--- config.mk ---
export PLATFORM = sky130hd
export DESIGN_NAME = riscv_ctrl_fsm_flat
export DESIGN_NICKNAME = d
export VERILOG_FILES = /design/src/rtl/riscv_ctrl_pkg.sv /design/src/rtl/riscv_ctrl_if.sv /design/src/rtl/riscv_alu_decoder.sv /design/src/rtl/riscv_ctrl_fsm.sv /design/src/flat_wrapper.sv
export SDC_FILE = /design/constraint.sdc
export NUM_CORES = 1
export LEC_CHECK = 0
export CAP_MARGIN = 20
export CORE_MARGIN = 5
export CORE_UTILIZATION = 39
export CTS_BUF_LIST = sky130_fd_sc_hd__clkbuf_8 sky130_fd_sc_hd__clkbuf_16
export DETAILED_ROUTE_END_ITERATION = 7
export PLACE_DENSITY = 0.82
export SKIP_CTS_REPAIR_TIMING = 1
export SLEW_MARGIN = 10
export SYNTH_ARGS = -nofsm -noshare
export SYNTH_HDL_FRONTEND = slang
export SYNTH_SLANG_ARGS = --single-unit
--- constraint.sdc ---
create_clock -name clk -period 1.8 [get_ports clk]
set_input_delay 0.36 -clock clk [delete_from_list [all_inputs] [get_ports clk]]
set_output_delay 0.36 -clock clk [all_outputs]
set_load 0.02 [all_outputs]
--- src/rtl/riscv_ctrl_pkg.sv ---
// Shared encodings for the multi-cycle RISC-V control unit: states, opcodes, ALU ops, immediate formats, faults.
package riscv_ctrl_pkg;

    localparam logic [2:0] ST_FETCH  = 3'd0;
    localparam logic [2:0] ST_DECODE = 3'd1;
    localparam logic [2:0] ST_EXEC   = 3'd2;
    localparam logic [2:0] ST_MEM    = 3'd3;
    localparam logic [2:0] ST_WB     = 3'd4;
    localparam logic [2:0] ST_TRAP   = 3'd5;

    localparam logic [6:0] OPC_RTYPE  = 7'b0110011;
    localparam logic [6:0] OPC_IALU   = 7'b0010011;
    localparam logic [6:0] OPC_LOAD   = 7'b0000011;
    localparam logic [6:0] OPC_STORE  = 7'b0100011;
    localparam logic [6:0] OPC_BRANCH = 7'b1100011;

    localparam logic [2:0] F3_ADD  = 3'b000;
    localparam logic [2:0] F3_SLT  = 3'b010;
    localparam logic [2:0] F3_XOR  = 3'b100;
    localparam logic [2:0] F3_OR   = 3'b110;
    localparam logic [2:0] F3_AND  = 3'b111;
    localparam logic [2:0] F3_WORD = 3'b010;
    localparam logic [2:0] F3_BEQ  = 3'b000;
    localparam logic [2:0] F3_BNE  = 3'b001;
    localparam logic [2:0] F3_BLT  = 3'b100;

    localparam logic [6:0] F7_BASE = 7'b0000000;
    localparam logic [6:0] F7_ALT  = 7'b0100000;

    localparam logic [3:0] ALU_AND = 4'b0000;
    localparam logic [3:0] ALU_OR  = 4'b0001;
    localparam logic [3:0] ALU_ADD = 4'b0010;
    localparam logic [3:0] ALU_XOR = 4'b0011;
    localparam logic [3:0] ALU_SUB = 4'b0110;
    localparam logic [3:0] ALU_SLT = 4'b0111;

    localparam logic [1:0] IMM_I = 2'b00;
    localparam logic [1:0] IMM_S = 2'b01;
    localparam logic [1:0] IMM_B = 2'b10;

    localparam logic [1:0] FAULT_NONE    = 2'b00;
    localparam logic [1:0] FAULT_ILLEGAL = 2'b01;
    localparam logic [1:0] FAULT_TIMEOUT = 2'b10;

    // funct3 -> ALU op, shared by R-type and I-ALU (sub is resolved by funct7)
    function automatic logic [3:0] f3_alu_op(input logic [2:0] f3);
        logic [3:0] op;
        op = ALU_ADD;
        case (f3)
            F3_ADD:  op = ALU_ADD;
            F3_SLT:  op = ALU_SLT;
            F3_XOR:  op = ALU_XOR;
            F3_OR:   op = ALU_OR;
            F3_AND:  op = ALU_AND;
            default: op = ALU_ADD;
        endcase
        return op;
    endfunction

    function automatic logic f3_alu_legal(input logic [2:0] f3);
        return (f3 == F3_ADD) || (f3 == F3_SLT) || (f3 == F3_XOR) ||
               (f3 == F3_OR)  || (f3 == F3_AND);
    endfunction

endpackage

--- src/rtl/riscv_ctrl_if.sv ---
// Control-unit <-> datapath/memory bundle; master is the control FSM, slave is the datapath side.
interface riscv_ctrl_if;
    logic [31:0] instruction;
    logic        zero;
    logic        negative;
    logic        mem_ready;
    logic        ALUsrc;
    logic [1:0]  imm_src;
    logic [3:0]  Operation;
    logic        we;
    logic        re;
    logic        MemtoReg;
    logic        rg_wrt_en;
    logic        pc_en;
    logic        pc_src;
    logic [2:0]  state;
    logic [1:0]  fault_code;

    modport master (
        input  instruction, zero, negative, mem_ready,
        output ALUsrc, imm_src, Operation, we, re, MemtoReg,
               rg_wrt_en, pc_en, pc_src, state, fault_code
    );

    modport slave (
        output instruction, zero, negative, mem_ready,
        input  ALUsrc, imm_src, Operation, we, re, MemtoReg,
               rg_wrt_en, pc_en, pc_src, state, fault_code
    );
endinterface

--- src/rtl/riscv_alu_decoder.sv ---
// Opcode/funct3/funct7 -> ALU Operation plus legality flag.
// CTRL_BRANCH_EXT_EN additionally accepts BNE and BLT on the branch opcode.
module riscv_alu_decoder
    import riscv_ctrl_pkg::*;
(
    input  logic [6:0] opcode,
    input  logic [2:0] funct3,
    input  logic [6:0] funct7,
    output logic [3:0] operation,
    output logic       legal
);

    always_comb begin
        operation = ALU_ADD;
        legal     = 1'b0;
        case (opcode)
            OPC_RTYPE: begin
                operation = f3_alu_op(funct3);
                legal     = f3_alu_legal(funct3) && (funct7 == F7_BASE);
                if ((funct3 == F3_ADD) && (funct7 == F7_ALT)) begin
                    operation = ALU_SUB;
                    legal     = 1'b1;
                end
            end
            OPC_IALU: begin
                operation = f3_alu_op(funct3);
                legal     = f3_alu_legal(funct3);
            end
            OPC_LOAD, OPC_STORE: begin
                operation = ALU_ADD;
                legal     = (funct3 == F3_WORD);
            end
            OPC_BRANCH: begin
                operation = ALU_SUB;
`ifdef CTRL_BRANCH_EXT_EN
                legal = (funct3 == F3_BEQ) || (funct3 == F3_BNE) || (funct3 == F3_BLT);
`else
                legal = (funct3 == F3_BEQ);
`endif
            end
            default: begin
                operation = ALU_ADD;
                legal     = 1'b0;
            end
        endcase
    end

endmodule

--- src/rtl/riscv_ctrl_fsm.sv ---
// Multi-cycle FETCH/DECODE/EXEC/MEM/WB control FSM with memory-wait timeout and illegal-instruction trap.
// CTRL_BRANCH_EXT_EN enables BNE/BLT branch resolution.
module riscv_ctrl_fsm
    import riscv_ctrl_pkg::*;
#(
    parameter logic [31:0] RESET_IR     = 32'h00000013,
    parameter int unsigned MEM_WAIT_MAX = 15
)
(
    input  logic        clk,
    input  logic        reset,
    riscv_ctrl_if.master bus
);

    localparam int unsigned CW = (MEM_WAIT_MAX > 1) ? $clog2(MEM_WAIT_MAX) : 1;

    logic [2:0]    state_q;
    logic [2:0]    state_d;
    logic [31:0]   ir;
    logic [CW-1:0] wait_cnt;
    logic [1:0]    fault_q;

    logic [6:0] opcode;
    logic [2:0] funct3;
    logic [6:0] funct7;
    logic [3:0] alu_op;
    logic       legal;
    logic       is_ialu;
    logic       is_lw;
    logic       is_sw;
    logic       is_br;
    logic       taken;
    logic       mem_timeout;
    logic       unused_bits;

    assign opcode  = ir[6:0];
    assign funct3  = ir[14:12];
    assign funct7  = ir[31:25];
    assign is_ialu = (opcode == OPC_IALU);
    assign is_lw   = (opcode == OPC_LOAD);
    assign is_sw   = (opcode == OPC_STORE);
    assign is_br   = (opcode == OPC_BRANCH);

    // Register indices belong to the datapath; only opcode/funct fields steer control.
    assign unused_bits = ^{ir[24:15], ir[11:7], bus.negative};

    riscv_alu_decoder u_alu_dec (
        .opcode    (opcode),
        .funct3    (funct3),
        .funct7    (funct7),
        .operation (alu_op),
        .legal     (legal)
    );

    always_comb begin
        taken = 1'b0;
        if (is_br) begin
            case (funct3)
                F3_BEQ:  taken = bus.zero;
`ifdef CTRL_BRANCH_EXT_EN
                F3_BNE:  taken = ~bus.zero;
                F3_BLT:  taken = bus.negative;
`endif
                default: taken = 1'b0;
            endcase
        end
    end

    // Trap on the MEM_WAIT_MAX-th consecutive not-ready cycle; ready on that cycle still wins.
    assign mem_timeout = !bus.mem_ready && (wait_cnt == CW'(MEM_WAIT_MAX - 1));

    always_comb begin
        state_d = state_q;
        case (state_q)
            ST_FETCH:  state_d = ST_DECODE;
            ST_DECODE: state_d = legal ? ST_EXEC : ST_TRAP;
            ST_EXEC: begin
                if (is_br)
                    state_d = ST_FETCH;
                else if (is_lw || is_sw)
                    state_d = ST_MEM;
                else
                    state_d = ST_WB;
            end
            ST_MEM: begin
                if (bus.mem_ready)
                    state_d = is_lw ? ST_WB : ST_FETCH;
                else if (mem_timeout)
                    state_d = ST_TRAP;
            end
            ST_WB:   state_d = ST_FETCH;
            ST_TRAP: state_d = ST_TRAP;
            default: state_d = ST_FETCH;
        endcase
    end

    always_ff @(posedge clk or posedge reset) begin
        if (reset) begin
            state_q  <= ST_FETCH;
            ir       <= RESET_IR;
            wait_cnt <= '0;
            fault_q  <= FAULT_NONE;
        end else begin
            state_q <= state_d;
            if (state_q == ST_FETCH)
                ir <= bus.instruction;
            if (state_q == ST_EXEC)
                wait_cnt <= '0;
            else if ((state_q == ST_MEM) && !bus.mem_ready)
                wait_cnt <= wait_cnt + CW'(1);
            if ((state_q == ST_DECODE) && !legal)
                fault_q <= FAULT_ILLEGAL;
            else if ((state_q == ST_MEM) && (state_d == ST_TRAP))
                fault_q <= FAULT_TIMEOUT;
        end
    end

    always_comb begin
        bus.imm_src = IMM_I;
        if (is_sw)
            bus.imm_src = IMM_S;
        else if (is_br)
            bus.imm_src = IMM_B;
    end

    assign bus.ALUsrc     = is_ialu || is_lw || is_sw;
    assign bus.Operation  = alu_op;
    assign bus.MemtoReg   = is_lw;
    assign bus.re         = (state_q == ST_MEM) && is_lw;
    assign bus.we         = (state_q == ST_MEM) && is_sw;
    assign bus.rg_wrt_en  = (state_q == ST_WB);
    assign bus.pc_en      = (state_q == ST_WB) ||
                            ((state_q == ST_EXEC) && is_br) ||
                            ((state_q == ST_MEM) && is_sw && bus.mem_ready);
    assign bus.pc_src     = (state_q == ST_EXEC) && is_br && taken;
    assign bus.state      = state_q;
    assign bus.fault_code = fault_q;

endmodule

--- src/flat_wrapper.sv ---
// flat-port wrapper written by rule: the top's interface ports become plain ports
module riscv_ctrl_fsm_flat import riscv_ctrl_pkg::*;
#(
    parameter logic [31:0] RESET_IR     = 32'h00000013,
    parameter int unsigned MEM_WAIT_MAX = 15
)
  (clk, reset, bus_instruction, bus_zero, bus_negative, bus_mem_ready, bus_ALUsrc, bus_imm_src, bus_Operation, bus_we, bus_re, bus_MemtoReg, bus_rg_wrt_en, bus_pc_en, bus_pc_src, bus_state, bus_fault_code);
  riscv_ctrl_if bus_i ();
  input  logic clk;
  input  logic reset;
  input wire logic [$bits(bus_i.instruction)-1:0] bus_instruction;
  input wire logic [$bits(bus_i.zero)-1:0] bus_zero;
  input wire logic [$bits(bus_i.negative)-1:0] bus_negative;
  input wire logic [$bits(bus_i.mem_ready)-1:0] bus_mem_ready;
  output wire logic [$bits(bus_i.ALUsrc)-1:0] bus_ALUsrc;
  output wire logic [$bits(bus_i.imm_src)-1:0] bus_imm_src;
  output wire logic [$bits(bus_i.Operation)-1:0] bus_Operation;
  output wire logic [$bits(bus_i.we)-1:0] bus_we;
  output wire logic [$bits(bus_i.re)-1:0] bus_re;
  output wire logic [$bits(bus_i.MemtoReg)-1:0] bus_MemtoReg;
  output wire logic [$bits(bus_i.rg_wrt_en)-1:0] bus_rg_wrt_en;
  output wire logic [$bits(bus_i.pc_en)-1:0] bus_pc_en;
  output wire logic [$bits(bus_i.pc_src)-1:0] bus_pc_src;
  output wire logic [$bits(bus_i.state)-1:0] bus_state;
  output wire logic [$bits(bus_i.fault_code)-1:0] bus_fault_code;
  assign bus_i.instruction = bus_instruction;
  assign bus_i.zero = bus_zero;
  assign bus_i.negative = bus_negative;
  assign bus_i.mem_ready = bus_mem_ready;
  assign bus_ALUsrc = bus_i.ALUsrc;
  assign bus_imm_src = bus_i.imm_src;
  assign bus_Operation = bus_i.Operation;
  assign bus_we = bus_i.we;
  assign bus_re = bus_i.re;
  assign bus_MemtoReg = bus_i.MemtoReg;
  assign bus_rg_wrt_en = bus_i.rg_wrt_en;
  assign bus_pc_en = bus_i.pc_en;
  assign bus_pc_src = bus_i.pc_src;
  assign bus_state = bus_i.state;
  assign bus_fault_code = bus_i.fault_code;
  riscv_ctrl_fsm #(.RESET_IR(RESET_IR), .MEM_WAIT_MAX(MEM_WAIT_MAX)) u_core (.clk(clk), .reset(reset), .bus(bus_i));
endmodule
After elaboration in Yosys (flattened, before gate mapping)

Index checks and enable logic that the tools add are counted.
Widths: inputs -> output; s select.

Shifts and indexed selects: 0
Reduce and logical (&&, ||, !) cells: 28
Add/sub/neg operators: 1
Equal/unequal tests: 17
$lt $le $gt $ge: 0
Muxes and demuxes: 20
Divide/modulo/power cells: 0
Bitwise operators: 0
Multiply operators: 0

Operator list:

| cell                | number |
|---|---|
| $eq 7x6->1 const B  | 3 |
| $eq 3x3->1 const B  | 6 |
| $mux 3              | 6 |
| $pmux 3 s5          | 1 |
| $mux 4              | 3 |
| $pmux 3 s4          | 1 |
| $pmux 4 s3          | 1 |
| $logic_and 1x1->1   | 11 |
| $eq 3x2->1 const B  | 3 |
| $logic_or 1x1->1    | 9 |
| $mux 2              | 4 |
| $eq 7x2->1 const B  | 1 |
| $eq 7x5->1 const B  | 1 |
| $eq 7x7->1 const B  | 1 |
| $logic_not 7->1     | 1 |
| $logic_not 3->1     | 2 |
| $add 4x1->4 const B | 1 |
| $eq 4x4->1 const B  | 1 |
| $pmux 1 s4          | 1 |
| $reduce_bool 2->1   | 2 |
| $eq 3x1->1 const B  | 1 |
| $mux 1              | 3 |
| $logic_not 1->1     | 2 |
| $reduce_or 2->1     | 1 |

Output and inout bits: 18
Word-level logic and storage cells: 70
Memories kept: 0
Bits in read-only memories: 0
Flip-flop bits (word level): 41
Bits in writable memories: 0
Input port bits: 37
Bits in latches: 0

Logic depth before layout (Yosys ltp)

Word-level depth: 14
Depth in mapped cells: 7
Gate-level depth less buffers: 6

By module

From an unflattened synthesis, not the netlist that was laid out.

Cell total of the unflattened synthesis: 143
Area, all modules: 1502.7 µm²

Modules (own cells, without submodules):

| module            | area each (µm²) | cells each | seq. area each (µm²) | times used |
|---|---|---|---|---|
| riscv_ctrl_fsm    | 1330.0          | 119        | 654.4                | 1 |
| riscv_alu_decoder | 172.7           | 24         | 0.0                  | 1 |

Worst setup path before layout

Ideal clock, no wire load.

Path type: reg-to-output
From: register u_core.ir[1]
To: output bus_pc_src
Required time: 1.440 ns
Slack: -0.152 ns
Arrival: 1.592 ns
Cell stages (with the launch flop): 4
Path buffers: 0
Path through: dfstp_2 > nand4bb_4 > or3_1 > nor3_1

Longest elaborated chain between the ends: 3
Elaborated cells on any way between the ends: 4
Classes of those cells: eq/ne: 1; mux: 1; reduce/logical: 2

Ends and longest elaborated chain:

| element                                     | line                                        | RTL |
|---|---|---|
| start: declaration                          | riscv_ctrl_fsm.sv:19                        | `logic [31:0] ir;` |
| start signal: assignment                    | riscv_ctrl_fsm.sv:106                       | `ir <= bus.instruction;` |
| $eq 7x7->1 *                                | riscv_ctrl_fsm.sv:42                        | `assign is_br = (opcode == OPC_BRANCH);` |
| $mux 1 or $logic_and 1x1->1 (tied branches) | riscv_ctrl_fsm.sv:57, riscv_ctrl_fsm.sv:135 |  |
| $logic_and 1x1->1 *                         | riscv_ctrl_fsm.sv:135                       | `assign bus.pc_src = (state_q == ST_EXEC) && is_br && taken;` |
| end: declaration                            | flat_wrapper.sv:23                          | `output wire logic [$bits(bus_i.pc_src)-1:0] bus_pc_src;` |

Every way passes the cells marked *; elsewhere a longest branch is shown, timed or not.

Worst setup path after layout

From: register u_core.ir[31]
To: output bus_Operation[2]

Longest elaborated chain between the ends: 4

Ends and longest elaborated chain:

| element           | line                    | RTL |
|---|---|---|
| $eq 7x6->1        | riscv_alu_decoder.sv:20 | `if ((funct3 == F3_ADD) && (funct7 == F7_ALT)) begin` |
| $logic_and 1x1->1 | riscv_alu_decoder.sv:20 |  |
| $mux 4            | riscv_alu_decoder.sv:20 |  |
| $pmux 4 s3        | riscv_alu_decoder.sv:16 | `case (opcode)` |
| end: declaration  | flat_wrapper.sv:17      | `output wire logic [$bits(bus_i.Operation)-1:0] bus_Operation;` |

No other way between the ends.

==> impl_metrics.ini <==
[sta]
setup_tns_ns = -3.293
timing.final.ws_setup_ns = -0.4416
fin_crit_ns = 2.242
period_share = 1.245
finalHoldViolCount = 0
setup_viol = 16
skew_ns = 0.004119
slew_viol_final = 0
fmax_ghz = 0.4461
rsz0062_at_grt = yes

[logic_synthesis]
ys_seq_area_frac = 0.4600
yosys_warnings = 0
synth.avg_cell_area_um2 = 10.31
yosys.area_share.simple = 0.2032
synth_area_leader_cell = dfrtp_1
synth_ff_type = dfrtp_1
synth_fa_ha_area_frac = 0.01759
synth_compound_area_frac = 0.1398
synth_mux_area_frac = 0.1187
syn_nets = 177
synth_area_um2 = 1423
synthDominantCellAreaShare = 0.4046
yosys.area_share.xor_xnor = 0.006157
synth_cell_types = 45
synth_top_family_by_area = simple AND/OR/NAND/NOR gates
netlist_instances = 138
synth_area_leaders = dfrtp_1, mux2_2, dfstp_2, nand2_1, nor3_1
async_flop_share = 1.000
ys_ff_latch = 26
synth_edf_count = 0

[routing]
met1_length_um = 1804
drtIter0Drc = 116
routed_via_density = 5.403
wl_um = 4356
wl_met2_um = 2189
drt-pass1-iter-count = 4
top_layer = met4
drt-wirelength-per-cell_um = 16.88
vias = 1394
antenna_left = 0
drc = 0
wl_met3_um = 236

[pwr]
p_leak_uw = 0.001034
pwr-share-clk = 0.140
ir_worst_vdd_v = 0.0006185
pwr_density_cell_nw_per_um2 = 1496
power.share.switching = 0.3817
power.total_uw = 3530
netSwitchingPower_uw = 1347
power_frac_comb = 0.538
power.internal_uw = 2183
seq_power_share = 0.322

[finish]
num_antenna_cells = 0
finish.instance_area_um2 = 2360
nNetsFinal = 250
drive_gt1_frac = 0.4857
fillers = 243
final_common_cell = buf_4
syn2layout_area_growth_pct = 65.87
utilization = 0.6544
layout_common_cells = buf_4, clkdlybuf4s50_1, dfrtp_1

[clock_tree]
numCtsBuffers = 3
clk_pin_slew_ns = 0.09
clk_latency_ns = 0.28
htreeDepth = 1
cts.path.max_buffers = 2
cts.sinks = 26
cts_tree = yes
root_buffer = clkbuf_8

[setup_path]
cp_cell_sequence = or4b_4 -> nor4_4 -> a21oi_2 -> o21ai_2 -> buf_6
max_stage_delay_ns = 0.55
startpoint_type = flop
cp_data_arrival_time_ns = 1.88
end_kind = output port
critical_path_class = reg -> out
crit_fanout = 2
cpMaxStageDelayCell = or4b_4
required_ns = 1.44
r2r_slack_ns = -0.10
crit_family = simple AND/OR/NAND/NOR gates
crit_buf_inv = 1

[placed_design]
postPlaceCellArea_um2 = 2127
place.port_buffers = 37
hpwl_um = 2921
gp_congestion = 0.8644

[floorplanning]
io_pins = 55
start_util = 0.3945
die_area_um2 = 4955
die_w_um = 70.40
die_h_um = 70.40
core_area_um2 = 3606
rows = 22

[run_status]
violations = negative setup slack
status = finished, violations left

[hold_path]
hold_path.class = in -> async

[global_routing]
grt_pass1_wl_um = 6196
antenna_found_initial = 0
first_global_vias = 1366
track_usage = 0.1561
grt_max_degree = 27
overflow = 0

[job]
maxCapViolations = 0
## synthesized netlist by cell type, types with 2 or more instances
cell and number:
nor3b_1 3, nand4_1 2, o21ai_0 3, dfstp_2 3, or3_1 2, mux2_2 14
o21ai_1 7, nor2_1 5, inv_1 8, nand2_1 11, nand3_1 6, o21a_1 3
buf_2 2, ha_1 2, a21oi_1 2, clkbuf_1 4, buf_4 2, nor3_1 8
dfrtp_1 23, nand3b_1 3
## final cells by class
| type | instances | area (µm²) | area share |
|---|---|---|---|
| clock buffers | 3 | 41.29 | 0.01750 |
| clock inverters | 1 | 30.03 | 0.01273 |
| inverters | 8 | 30.03 | 0.01273 |
| multi-input cells | 95 | 849.6 | 0.3600 |
| flip-flops and latches | 26 | 655.6 | 0.2778 |
| well taps | 48 | 60.06 | 0.02545 |
| repair buffers | 77 | 693.2 | 0.2937 |
## registers in the layout (all words and copies together), names as in the netlist
name and cells:
u_core.bus.fault_code 2, u_core.ir 17, u_core.bus.state 3, u_core.wait_cnt 4
## logic make-up after synthesis
group | count (synthesis)
AO/OA/AOI/OAI | 28
multiplexers | 15
flip-flops | 26
adder cells (fa/ha/maj) | 2
other | 1
buffers and inverters | 17
XOR/XNOR | 1
AND/OR/NAND/NOR | 48
## path summary, 6_finish.rpt
| check | endpoint | startpoint | cells past startpoint |
|---|---|---|---|
| hold reg to reg | u_core.bus.fault_code[1] | u_core.bus.fault_code[1] | 1 |
| min in group clk | u_core.bus.fault_code[1] | u_core.bus.fault_code[1] | 1 |
| setup reg to reg | u_core.bus.state[2] | u_core.ir[1] | 8 |
| hold / removal | u_core.bus.fault_code[0] | reset | 3 |
| setup / recovery | bus_Operation[2] | u_core.ir[31] | 5 |
| max in group asynchronous | u_core.ir[4] | reset | 3 |
## routing by layer
| layer | global-route usage | vias up |
|---|---|---|
| met5 | 0 | - |
| met1 | 0.1874 | 688 |
| met2 | 0.2620 | 50 |
| met4 | 0.08298 | 0 |
| met3 | 0.02878 | 11 |
| li1 | - | 645 |
## tightest hold or removal path, cell delays in order
cell and delay (ns):
clkdlybuf4s50_1 0.39, inv_1 0.05, buf_4 0.32
## through the flow
step	worst slack, ns	cells	hold slack (ns)
finish	-0.4416	258	0.4278
global route	-0.5410	258	0.4681
CTS	-0.9197	254	0.4357
detailed placement	-0.6011	250	0.4797
global placement	-0.5286	250	0.4785
floorplan	-0.006078	138	0.3978
## power by group through the flow
stage / clock network (µW) / registers [µW] / logic (µW)
2_1_floorplan: 0 / 1090 / 821
3_5_place_dp: 0 / 1110 / 1590
3_3_place_gp: 0 / 1080 / 1530
4_1_cts: 503 / 1100 / 1600
6_report: 493 / 1140 / 1900
5_1_grt: 530 / 1170 / 2040
Note: power is estimated with default switching activity, not from simulation.
